--- src/rtl/lcd_digit_writer.sv ---
// rtl/lcd_digit_writer.sv - HD44780-style 8-bit LCD writer: power-up init, then digit frames on request
module lcd_digit_writer #(
    parameter int         NDIGITS   = 4,
    parameter logic [6:0] BASE_ADDR = 7'h00,
    parameter bit         HEX_MODE  = 1'b0,
    parameter bit         BLANK_LZ  = 1'b0,
    parameter int         PWRUP_CYC = 16,
    parameter int         E_HIGH    = 2,
    parameter int         GAP       = 3,
    parameter int         GAP_LONG  = 5,
    parameter logic [7:0] IDLE_DB   = 8'hCC
) (
    input  logic                 clk,
    input  logic                 reset,
    input  logic [4*NDIGITS-1:0] digits,
    input  logic                 update,
    output logic                 busy,
    output logic                 done,
    output logic [7:0]           DB,
    output logic                 RS,
    output logic                 RW,
    output logic                 E
);
    localparam int M1         = (PWRUP_CYC > E_HIGH) ? PWRUP_CYC : E_HIGH;
    localparam int M2         = (GAP > GAP_LONG) ? GAP : GAP_LONG;
    localparam int CNT_MAX    = (M1 > M2) ? M1 : M2;
    localparam int CW         = (CNT_MAX > 1) ? $clog2(CNT_MAX) : 1;
    localparam int NBYTES_MAX = (NDIGITS + 1 > 4) ? NDIGITS + 1 : 4;
    localparam int BW         = $clog2(NBYTES_MAX);

    typedef enum logic [1:0] {ST_PWRUP, ST_INIT, ST_IDLE, ST_FRAME} state_t;
    typedef enum logic [1:0] {PH_SETUP, PH_STROBE, PH_GAP} phase_t;

    state_t               state;
    phase_t               phase;
    logic [CW-1:0]        cnt;
    logic [BW-1:0]        byte_cnt;
    logic [BW-1:0]        nxt_idx;
    logic                 pending;
    logic [4*NDIGITS-1:0] snap;
    logic [7:0]           chars [NDIGITS];
    logic [7:0]           nxt_char;
    logic [7:0]           init_byte;
    logic [CW-1:0]        gap_last;
    logic                 last_byte;
    logic                 lead;
    logic [3:0]           dv;

    assign RW      = 1'b0;
    assign nxt_idx = byte_cnt + BW'(1);

    // lead stays set while every digit from the MSD down to i is zero
    always_comb begin
        lead = 1'b1;
        dv   = 4'd0;
        for (int i = NDIGITS - 1; i >= 0; i--) begin
            dv   = snap[4*i +: 4];
            lead = lead & (dv == 4'd0);
            if (BLANK_LZ && lead && i != 0)
                chars[i] = 8'h20;
            else if (dv <= 4'd9)
                chars[i] = 8'h30 + {4'd0, dv};
            else if (HEX_MODE)
                chars[i] = 8'h37 + {4'd0, dv};
            else
                chars[i] = 8'h3F;
        end
    end

    always_comb begin
        nxt_char = 8'h00;
        for (int k = 1; k <= NDIGITS; k++)
            if (int'(nxt_idx) == k) nxt_char = chars[NDIGITS-k];
    end

    always_comb begin
        case (nxt_idx)
            BW'(1):  init_byte = 8'h0C;
            BW'(2):  init_byte = 8'h06;
            BW'(3):  init_byte = 8'h01;
            default: init_byte = 8'h38;
        endcase
    end

    always_comb begin
        gap_last  = CW'(GAP - 1);
        last_byte = (byte_cnt == BW'(NDIGITS));
        if (state == ST_INIT) begin
            last_byte = (byte_cnt == BW'(3));
            if (byte_cnt == BW'(3)) gap_last = CW'(GAP_LONG - 1);
        end
    end

    always_ff @(posedge clk) begin
        if (reset) begin
            state    <= ST_PWRUP;
            phase    <= PH_SETUP;
            cnt      <= '0;
            byte_cnt <= '0;
            pending  <= 1'b0;
            snap     <= '0;
            busy     <= 1'b1;
            done     <= 1'b0;
            E        <= 1'b0;
            RS       <= 1'b0;
            DB       <= IDLE_DB;
        end else begin
            done <= 1'b0;
            if (busy && update) pending <= 1'b1;
            case (state)
                ST_PWRUP: begin
                    if (cnt == CW'(PWRUP_CYC - 1)) begin
                        state    <= ST_INIT;
                        phase    <= PH_SETUP;
                        cnt      <= '0;
                        byte_cnt <= '0;
                        DB       <= 8'h38;
                        RS       <= 1'b0;
                    end else begin
                        cnt <= cnt + CW'(1);
                    end
                end
                ST_IDLE: begin
                    if (update || pending) begin
                        snap     <= digits;
                        pending  <= 1'b0;
                        busy     <= 1'b1;
                        state    <= ST_FRAME;
                        phase    <= PH_SETUP;
                        cnt      <= '0;
                        byte_cnt <= '0;
                        DB       <= {1'b1, BASE_ADDR};
                        RS       <= 1'b0;
                    end
                end
                default: begin
                    case (phase)
                        PH_SETUP: begin
                            E     <= 1'b1;
                            phase <= PH_STROBE;
                            cnt   <= '0;
                        end
                        PH_STROBE: begin
                            if (cnt == CW'(E_HIGH - 1)) begin
                                E     <= 1'b0;
                                phase <= PH_GAP;
                                cnt   <= '0;
                            end else begin
                                cnt <= cnt + CW'(1);
                            end
                        end
                        default: begin
                            if (cnt == gap_last) begin
                                cnt <= '0;
                                if (last_byte) begin
                                    // a request seen while busy keeps busy high so the next frame follows without a gap
                                    state <= ST_IDLE;
                                    DB    <= IDLE_DB;
                                    RS    <= 1'b0;
                                    busy  <= pending | update;
                                    done  <= (state == ST_FRAME);
                                end else begin
                                    byte_cnt <= nxt_idx;
                                    phase    <= PH_SETUP;
                                    if (state == ST_INIT) begin
                                        DB <= init_byte;
                                        RS <= 1'b0;
                                    end else begin
                                        DB <= nxt_char;
                                        RS <= 1'b1;
                                    end
                                end
                            end else begin
                                cnt <= cnt + CW'(1);
                            end
                        end
                    endcase
                end
            endcase
        end
    end
endmodule

--- config.mk ---
export PLATFORM = sky130hd
export DESIGN_NAME = lcd_digit_writer
export DESIGN_NICKNAME = d
export VERILOG_FILES = /design/src/rtl/lcd_digit_writer.sv
export SDC_FILE = /design/constraint.sdc
export NUM_CORES = 1
export LEC_CHECK = 0
export CORE_MARGIN = 4
export CORE_UTILIZATION = 25
export CTS_CLUSTER_SIZE = 20
export DETAILED_ROUTE_END_ITERATION = 8
export GPL_ROUTABILITY_DRIVEN = 0
export SLEW_MARGIN = 25
export SYNTH_ARGS = -nofsm -noshare
export SYNTH_HDL_FRONTEND = slang
export SYNTH_SLANG_ARGS = --single-unit
--- constraint.sdc ---
create_clock -name clk -period 2.8 [get_ports clk]
set_input_delay 0.56 -clock clk [delete_from_list [all_inputs] [get_ports clk]]
set_output_delay 0.56 -clock clk [all_outputs]
set_load 0.03 [all_outputs]
==> reports/results.md <==
| Group | Result | Reported |
| --- | --- | --- |
| yosys | FFs w/ async S/R, synth | 0 |
| place | Placed inst area | 2660 um2 |
| clock tree | Cell chosen for the clock root | clkbuf_8 |
| yosys | Average size of a mapped cell | 7.93 um2 |
| setup path | CP Capture Type | flip-flop |
| place | Post-place setup slack | 0.376 ns |
| finish | Post-Layout Cell Count | 420 |
| setup path | Buffer and inverter count on the worst path | 0 |
| floorplan | Core Region | 8810 um2 |
| sta | Max-slew violation total from the final report | 0 |
| job | Max-cap check violation count | 0 |
| place | Number of port buffers | 30 |
| setup path | Crit-path slowest cell | ha_1 |
| pwr | Combinational Power Share | 0.057 |
| routing | Routed wire per std cell | 13.5 um |
| sta | Final clock period utilization by the worst path | 0.874 |
| yosys | Main synth FF type | dfxtp_1 |
| pwr | Leakage | 0.917 nW |
| finish | Inserted Diodes | 0 |
| sta | Maximum clock frequency | 409 MHz |
| yosys | Synthesis-stage register bit count | 39 |
| finish | Fraction of final layout cells with drive strength greater than 1 | 0.0929 |
| global routing | Antenna violations before repair | 0 |
| clock tree | Number of CTS-inserted buffers | 5 |
| worst hold path | Path class of the lowest-slack min-delay path | reg2reg |
| global routing | Tot GR Track Use | 0.112 |
| pwr | Pwr Density | 433 nW/um2 |
| setup path | Maximum single-stage delay on the critical path | 0.51 ns |
| yosys | Count of flip-flops with a built-in enable after synthesis | 0 |
| routing | Post-Route WL | 5.66 mm |
| finish | Final Cell Area | 2800 um2 |
| setup path | Maximum net fanout on the critical path | 14 |
| sta | PnR worst setup slack | 0.353 ns |
| finish | Count of fill cells added during filler insertion | 928 |
| sta | Final critical delay including setup and external delays | 2.45 ns |
| setup path | Kind of start point of the critical path | flip-flop |
| yosys | Area fraction of the dominant cell type after synthesis | 0.343 |
| routing | First-pass detailed-route iteration total | 4 |
| place | Detailed-placement wirelength estimate | 4.15 mm |
| yosys | Warning count from the yosys run | 0 |
| clock tree | Number of hold-repair buffers added at the cts stage | 0 |
| routing | Initial DRC count | 236 |
| setup path | Arrival time of data at the critical path endpoint | 2.65 ns |
| sta | Hold Violations, Final | 0 |
| global routing | Overflow left after global routing | 0 |
| sta | Worst Tran Pin Value | 0.606 ns |
| pwr | Switching component of the power | 0.000259 W |
| setup path | Cell family contributing the most delay on the critical path | adder cells |
| clock tree | Clock tree buffer depth | 2 |
| clock tree | Post-CTS setup buffers | 0 |
| floorplan | Chip width | 103 um |
| finish | Layout net count | 338 |
| clock tree | Clock Latency Late Sink | 0.30 ns |
| pwr | Worst-case vdd ir drop | 0.173 mV |
| yosys | Post-synthesis cell area | 2270 um2 |
| global routing | Wire length of the first global-routing pass | 9.63 mm |
| floorplan | Floorplan die height | 103 um |
| floorplan | Floorplan die area | 10700 um2 |
| sta | Final setup TNS | 0 ns |
| yosys | Number of distinct library cells after synthesis | 59 |
| floorplan | Top-Level Pins | 32 |
| floorplan | Standard-cell rows | 34 |
| setup path | Cell mode on critical path | ha_1 |
| global routing | Maximum number of pins on one net before global-route repair | 38 |
| clock tree | Clock-pin slew reported for the worst setup and hold paths after clock tree synthesis | 0.08 ns |
| sta | Final setup skew | 0.00766 ns |
| clock tree | H-Tree Depth | 2 |
| yosys | Biggest area contributors in the synthesized netlist | dfxtp_1 (34%), nand2_1 (8.7%), a21oi_1 (6.6%) |
| routing | Remaining DRCs | 0 |
| sta | Slew Limit Headroom | 0.585 |
| clock tree | Clock tree from TritonCTS | yes |
| routing | Routed via count | 2154 |
| setup path | Worst Path Class, Setup | reg2reg |
| pwr | Sw Share | 0.214 |
| sta | Setup repair after global routing missed its margin | false |
| clock tree | # clock sinks | 39 |
| finish | Area growth from synthesis to layout | 22.9% |
| status | Result of the run | finished, final reports clean |
| pwr | Internal power | 0.000952 W |
| yosys | Synthesized net count | 314 |
| clock tree | Count of cells resized by post-cts repair | 0 |
| pwr | Clock power frac | 0.473 |
| setup path | Required time of the critical path | 3.00 ns |
| sta | Final count of negative-setup-slack endpoints | 0 |
| pwr | Flop pwr share | 0.470 |
| yosys | Sequential element share of the synthesized area | 0.343 |
| setup path | Cells along the critical path | ha_1, ha_1, or2_2, and3_1, o211ai_2, a21oi_2, mux2_4 |
| yosys | Synthesized instance count | 287 |
| yosys | Largest area contributor in the netlist | dfxtp_1 |
| place | Number of placed cells counting well taps | 412 |
| routing | Vias per cell | 5.13 |
| routing | Remaining antenna violation count after routing | 0 |
| floorplan | Initial core utilization | 0.258 |
| global routing | Number of global-route vias before repair | 2005 |
==> flip-flops by register name, indices dropped and copies added (netlist names) <==
| name | flops |
|---|---|
| busy | 1 |
| byte_cnt | 3 |
| RS | 1 |
| DB | 7 |
| pending | 1 |
| E | 1 |
| done | 1 |
| cnt | 4 |
| state | 2 |
| phase | 2 |
| snap | 16 |
==> layout by cell type, fill, tap and decap left out, types with 2 or more instances in the layout <==
cell / Yosys / final
a211oi_1: 4 / 4
nor2b_1: 6 / 6
mux2i_1: 4 / 4
a31oi_1: 4 / 4
nand2b_1: 7 / 7
o211ai_2: 2 / 2
a311oi_1: 2 / 2
nor3_2: 2 / 2
a2111oi_0: 2 / 2
and2_1: 3 / 3
clkdlybuf4s50_1: 0 / 30
nand3b_1: 2 / 2
o31ai_1: 2 / 2
a211o_1: 3 / 3
o221ai_1: 2 / 2
nand3_1: 7 / 7
inv_1: 10 / 10
o21a_1: 2 / 2
dfxtp_1: 39 / 39
clkbuf_8: 0 / 5
or2_2: 2 / 2
o21ai_1: 2 / 2
o2111ai_1: 3 / 3
a21oi_1: 30 / 30
o21ai_0: 13 / 13
nor4_1: 4 / 4
o22ai_1: 5 / 5
bufinv_16: 0 / 2
o21bai_1: 2 / 2
buf_4: 2 / 6
ha_1: 8 / 8
nor2_1: 11 / 11
nand2_1: 53 / 53
nor3_1: 8 / 8
and3_1: 2 / 2
==> per-stage QoR <==
stage	hold WS (ns)	total power, W	utilization
floorplan	0.431	0.000615	-
global placement	0.445	0.000649	0.302
detailed placement	0.449	0.000650	0.302
CTS	0.461	0.00122	0.318
global route	0.478	0.00125	0.318
finish	0.455	0.00121	0.318
==> final timing paths <==
kind,startpoint,to,slack (ns),cells past startpoint
max,byte_cnt[0],DB[0],0.35,7
min,snap[4],snap[4],0.46,2
max reg2reg,byte_cnt[0],DB[0],0.35,7
min reg2reg,snap[4],snap[4],0.46,2
==> power by group through the flow <==
stage	Sequential [W]	Clock (W)	Combinational [W]
3_3_place_gp	0.000581	0	0.0000680
2_1_floorplan	0.000579	0	0.0000353
4_1_cts	0.000568	0.000583	0.0000687
6_report	0.000569	0.000573	0.0000690
3_5_place_dp	0.000582	0	0.0000684
5_1_grt	0.000570	0.000602	0.0000750
==> cells in the mapped netlist, drive strengths merged (3+ instances only) <==
cell,n
a211oi,4
nand2,53
dfxtp,39
and2,3
a31oi,4
clkbuf,9
a211o,3
nand2b,7
ha,8
o211ai,3
o21ai,16
o22ai,5
o2111ai,3
inv,10
a2111oi,3
nor2b,6
a21oi,31
nor3,10
nor4,4
mux2i,5
nor2,11
nand3,7
buf,10
==> metal layers <==
| layer | vias to the layer above | global-route usage | part of all wire |
|---|---|---|---|
| met3 | 7 | 0.0248 | 0.063 |
| met5 | - | 0 | 0 |
| met4 | 0 | 0.0438 | 0.016 |
| met2 | 63 | 0.168 | 0.43 |
| met1 | 1004 | 0.156 | 0.49 |
| li1 | 1080 | - | - |
==> final cells by class <==
class                           count  area (um2)  share of cell area
Inverter                           11        41.3              0.0148
Timing Repair Buffer               36         345               0.123
Clock buffer                        5        68.8              0.0246
Multi-Input combinational cell    218        1360               0.485
Clock inverter                      3        67.6              0.0242
Sequential cell                    39         781               0.279
Tap cell                          108         135              0.0483
==> logic make-up after synthesis <==
| kind of cell | share of synthesized area |
|---|---|
| adders and majority gates | 0.0440 |
| buffers and inverters | 0.0600 |
| DFF | 0.343 |
| other | 0.00165 |
| AOI/OAI and AO/OA | 0.272 |
| muxes | 0.0303 |
| and+or+nand+nor | 0.249 |
==> worst register-to-register path, cell delays in order, from the launching register on <==
cell and delay, ns:
dfxtp_1 0.42, ha_1 0.22, ha_1 0.51, or2_2 0.21, and3_1 0.23, o211ai_2 0.17, a21oi_2 0.27, mux2_4 0.32
Note: power is estimated with default switching activity, not from simulation.
==> RTL edit 1: new RTL, config.mk and constraints unchanged <==
`NDIGITS`: 4 -> 8.
--- a/src/rtl/lcd_digit_writer.sv
+++ b/src/rtl/lcd_digit_writer.sv
@@ -1,5 +1,5 @@
 // rtl/lcd_digit_writer.sv - HD44780-style 8-bit LCD writer: power-up init, then digit frames on request
 module lcd_digit_writer #(
-    parameter int         NDIGITS   = 4,
+    parameter int         NDIGITS   = 8,
     parameter logic [6:0] BASE_ADDR = 7'h00,
     parameter bit         HEX_MODE  = 1'b0,
Ports: changed (resized digits); port bits go from 32 to 48. The function was not compared with the original's and may differ.
==> RTL edit 1 against the original RTL <==
- clock skew shrank 0.0027 ns
- setup slack lost 0.13 ns
- count of clock-buffer cells in the layout is the same
- sequential power grew 42%
- total power grew 31%
- first-iteration DRC count grew 5.1%
- synthesized area grew 36%
- design area grew 39%
- sequential cell count grew 17
- global-route usage grew 0.74 points
- routed wire length grew 53%
- largest cell class unchanged
==> RTL edit 1: results (changes against the original RTL) <==
Root Buffer = clkbuf_16
CP max FO = 9 (-5)
async set-reset flop share out of synthesis = 0% (unchanged)
clk_lat worst skew = 0.29 ns
post-synthesis adder-cell area fraction = 2.834% (-1.6 points)
DRT iter0 DRCs = 248 (+5.1%)
total negative setup slack = 0 ns (unchanged)
min-delay worst type = flop to flop
port bufs = 46 (+53%)
drt pass-1 iters = 5 (+1)
pin count of the biggest net entering global routing = 55 (+45%)
Arrival @ worst endpoint = 2.76 ns (+0.11 ns)
antenna violations before repair = 0 (unchanged)
XOR/XNOR Fraction of Synth Area = 0.5668% (+0.57 points)
largest cells by area after synthesis = dfxtp_1, nand2_1, a21oi_1
# nets final = 481 (+42%)
final setup skew = 0.004999 ns (-0.002660 ns)
Max-Cap Viols = 0 (unchanged)
worst vdd rail ir drop = 213.2 uV (+23%)
post-synthesis mux area share = 0.3644% (-2.7 points)
Total Wirelength = 8.647 mm (+53%)
commonest cells in the netlist = nand2_1, a21oi_1, dfxtp_1, o21ai_0, nor2_1
post_cts resized = 0 (unchanged)
pre-CTS WS = 0.2449 ns (-0.1313 ns)
status = finished clean
vias in the first global route = 2993 (+49%)
Synth cell types = 69 (+17%)
via/cell ratio = 5.084 (-0.87%)
Overall Global Routing Usage = 11.94% (+0.74 points)
Net Count, Synth = 440 (+40%)
hpwl dp = 6.397 mm (+54%)
fill count = 1296 (+40%)
CTS buffer count = 5 (unchanged)
Yosys warning count = 0 (unchanged)
Leak Pwr = 1.295 nW (+41%)
largest registers = snap (32), DB (7)
post-CTS setup buffers = 0 (unchanged)
layout cells sized above 1 = 9.132% (-0.16 points)
Synth Area in Compound Gates = 31.62% (+4.4 points)
clock buffer depth = 2 (unchanged)
H-tree levels = 2 (unchanged)
# diodes = 0 (unchanged)
post-synthesis sequential area ratio = 36.28% (+2.0 points)
relative slew slack = 33.92% (-25 points)
clk slew on worst S/H paths = 0.07 ns
first-pass GRT wire length = 14.32 mm (+49%)
## RTL edit 1: power by group
group / internal (W) / switching, W
Combinational: 0.0000543 / 0.0000346
Clock: 0.000412 / 0.000271
Sequential: 0.000801 / 0.00000821
Total: 0.00127 / 0.000313
## RTL edit 1: worst paths after layout
| kind | end | from | cells after the start | slack [ns] |
|---|---|---|---|---|
| setup / recovery | DB[0]$_SDFFE_PP0P_ | byte_cnt[1]$_SDFFE_PP0P_ | 7 | 0.23 |
| hold / removal | snap[20]$_SDFFE_PP0P_ | snap[20]$_SDFFE_PP0P_ | 2 | 0.46 |
| setup reg to reg | DB[0]$_SDFFE_PP0P_ | byte_cnt[1]$_SDFFE_PP0P_ | 7 | 0.23 |
| hold reg to reg | snap[20]$_SDFFE_PP0P_ | snap[20]$_SDFFE_PP0P_ | 2 | 0.46 |
## RTL edit 1: stage by stage
step           area (sq um)  utilization, %  hold slack, ns  cells
4_1_cts                3896           32.30          0.4629    606
3_5_place_dp           3741           31.02          0.4527    600
6_report               3896           32.30          0.4628    606
5_1_grt                3896           32.30          0.4934    606
2_1_floorplan          3090               -          0.4311    398
3_3_place_gp           3741           31.02          0.4465    600
## RTL edit 1: cell type report
cell class	count	area, sq um	share of cell area, %
Multi-Input combinational cell	308	1827	46.88
Sequential cell	56	1121	28.77
Clock inverter	1	30.03	0.7707
Clock buffer	5	125.1	3.211
Timing Repair Buffer	58	545.5	14.00
Inverter	10	37.54	0.9634
Tap cell	168	210.2	5.395
## RTL edit 1: worst max-delay path: stages (launching register included)
cell	delay, ns
dfxtp_1	0.46
ha_1	0.36
or3b_4	0.46
o311a_4	0.36
o211ai_2	0.30
nand2_1	0.13
o31a_1	0.13
a311oi_1	0.27
## RTL edit 1: metal layers
metal	up-vias	wire (um)	global-route usage, %
met3	14	472	2.612
met1	1450	4111	16.28
met4	0	117	3.548
met5	-	0	0
li1	1525	-	-
met2	92	3945	18.86
## RTL edit 1: logic make-up (layout without fill, tap and decap cells)
family	Yosys count	count (layout)
buffers and inverters	34	74
adders and majority gates	7	7
and+or+nand+nor	150	150
DFF	56	56
other	1	1
muxes	1	1
AOI/OAI and AO/OA	147	147
xor gates and xnor gates	2	2
==> RTL edit 2: new RTL, config.mk and constraints unchanged <==
Without the edit above. Make the reset (`reset`) asynchronous in one clocked block.
--- a/src/rtl/lcd_digit_writer.sv
+++ b/src/rtl/lcd_digit_writer.sv
@@ -92,5 +92,5 @@
     end
 
-    always_ff @(posedge clk) begin
+    always_ff @(posedge clk or posedge reset) begin
         if (reset) begin
             state    <= ST_PWRUP;
Check against the original RTL: same outputs for any inputs over 10 cycles, from zero or initial values and one cycle with reset high; that may be too few to reach the edited logic, so the function may still have changed.
==> RTL edit 2 against the original RTL <==
- sequential cell count stayed put
- highest routed layer unchanged
- first-iteration DRC count shrank 67%
- routed wire length down 15%
- synthesized area fell by 3.8%
- die area down 3.5%
- design area fell by 4.7%
- setup slack better by 0.19 ns
Power is not compared: it rests on default switching activity, and its combinational part moved more than twofold at a synthesized area within 25%.
==> RTL edit 2: results (changes against the original RTL) <==
status = finished clean
Final Cycle Share = 80.52% (-6.9 points)
worst hold path endpoint = DB[3]$_DFFE_PP1P_
worst setup path start = byte_cnt[0]$_DFFE_PP0P_
clk_lat worst skew = 0.30 ns (about the same)
CP max FO = 14 (unchanged)
async set-reset flop share out of synthesis = 100.0% (+100 points)
DRT iter0 DRCs = 77 (-67%)
vias in the first global route = 1692 (-16%)
Synth Area in Compound Gates = 20.75% (-6.5 points)
first-pass GRT wire length = 8.093 mm (-16%)
Top Layer Used = met4
post-synthesis mux area share = 8.405% (+5.4 points)
Total Wirelength = 4.800 mm (-15%)
pin count of the biggest net entering global routing = 40 (+5.3%)
layout cells sized above 1 = 14.62% (+5.3 points)
dpl cell area = 0.002570 sq mm (-3.4%)
fill count = 870 (-6.3%)
Hold Path Origin = DB[3]$_DFFE_PP1P_
met2 usage = 16.05% (-0.72 points)
Synth cell types = 48 (-19%)
post-synthesis sequential area ratio = 44.88% (+11 points)
Setup CP Type = flop to flop
post-synthesis adder-cell area fraction = 4.002% (-0.40 points)
pre-CTS WS = 0.5067 ns (+0.1305 ns)
final setup skew = 0.01153 ns (+0.003875 ns)
XOR/XNOR Fraction of Synth Area = 0.4002% (+0.40 points)
R2R setup slack = 0.55 ns (+0.19 ns)
M1 WL = 2.169 mm (-21%)
largest cells by area after synthesis = dfrtp_1, mux2_2, dfstp_2
via/cell ratio = 4.908 (-4.3%)
Yosys warning count = 0 (unchanged)
Synth Area per Inst = 9.726 sq um (+23%)
RR Endpoint = phase[0]$_DFFE_PP0P_
Net Count, Synth = 251 (-20%)
Main synth FF type = dfrtp_1
Critical Path Max Stage Delay = 0.42 ns (-0.09 ns)
commonest cells in the netlist = dfrtp_1, nand2_1, o21ai_0, a21oi_1, mux2_2
Met3 Wirelength = 257 um (-28%)
non-filler instance count after layout = 358 (-15%)
placed cells = 350 (-15%)
# nets final = 278 (-18%)
Root Buffer = clkbuf_8
Overall Global Routing Usage = 9.964% (-1.2 points)
Hold Slack = 0.4925 ns (+0.03737 ns)
M1 GR Usage = 12.51% (-3.1 points)
routed wl met2 = 2.289 mm (-6.6%)
met3 Use GR = 3.512% (+1.0 points)
clk slew on worst S/H paths = 0.08 ns (about the same)
relative slew slack = 58.07% (-0.46 points)
hpwl dp = 3.592 mm (-13%)
cell family with most CP delay = adder cells
Arrival @ worst endpoint = 2.46 ns (-0.19 ns)
-- RTL edit 2: cell count changes after synthesis, moves of 5 or more --
cell	before	now
dfxtp_1	39	0
dfrtp_1	0	34
nand2_1	53	23
a21oi_1	30	15
mux2_2	0	15
o21ai_0	13	20
buf_2	6	1
dfstp_2	0	5
-- RTL edit 2: cell type report --
cell class / instances / area (sq um) / area share [%]
inverters: 8 / 30.03 / 1.127
repair buffers: 33 / 322.8 / 12.11
clock buffers: 7 / 86.33 / 3.239
well taps: 105 / 131.4 / 4.930
multi-input cells: 165 / 1104 / 41.41
clock inverters: 1 / 8.758 / 0.3286
flip-flops and latches: 39 / 982.2 / 36.85
-- RTL edit 2: cell families after synthesis --
group	count (synthesis)
fa+ha+maj	7
flops	39
simple gates	70
mux	16
other cells	1
compound gates	70
xor+xnor	1
buf+inv	21
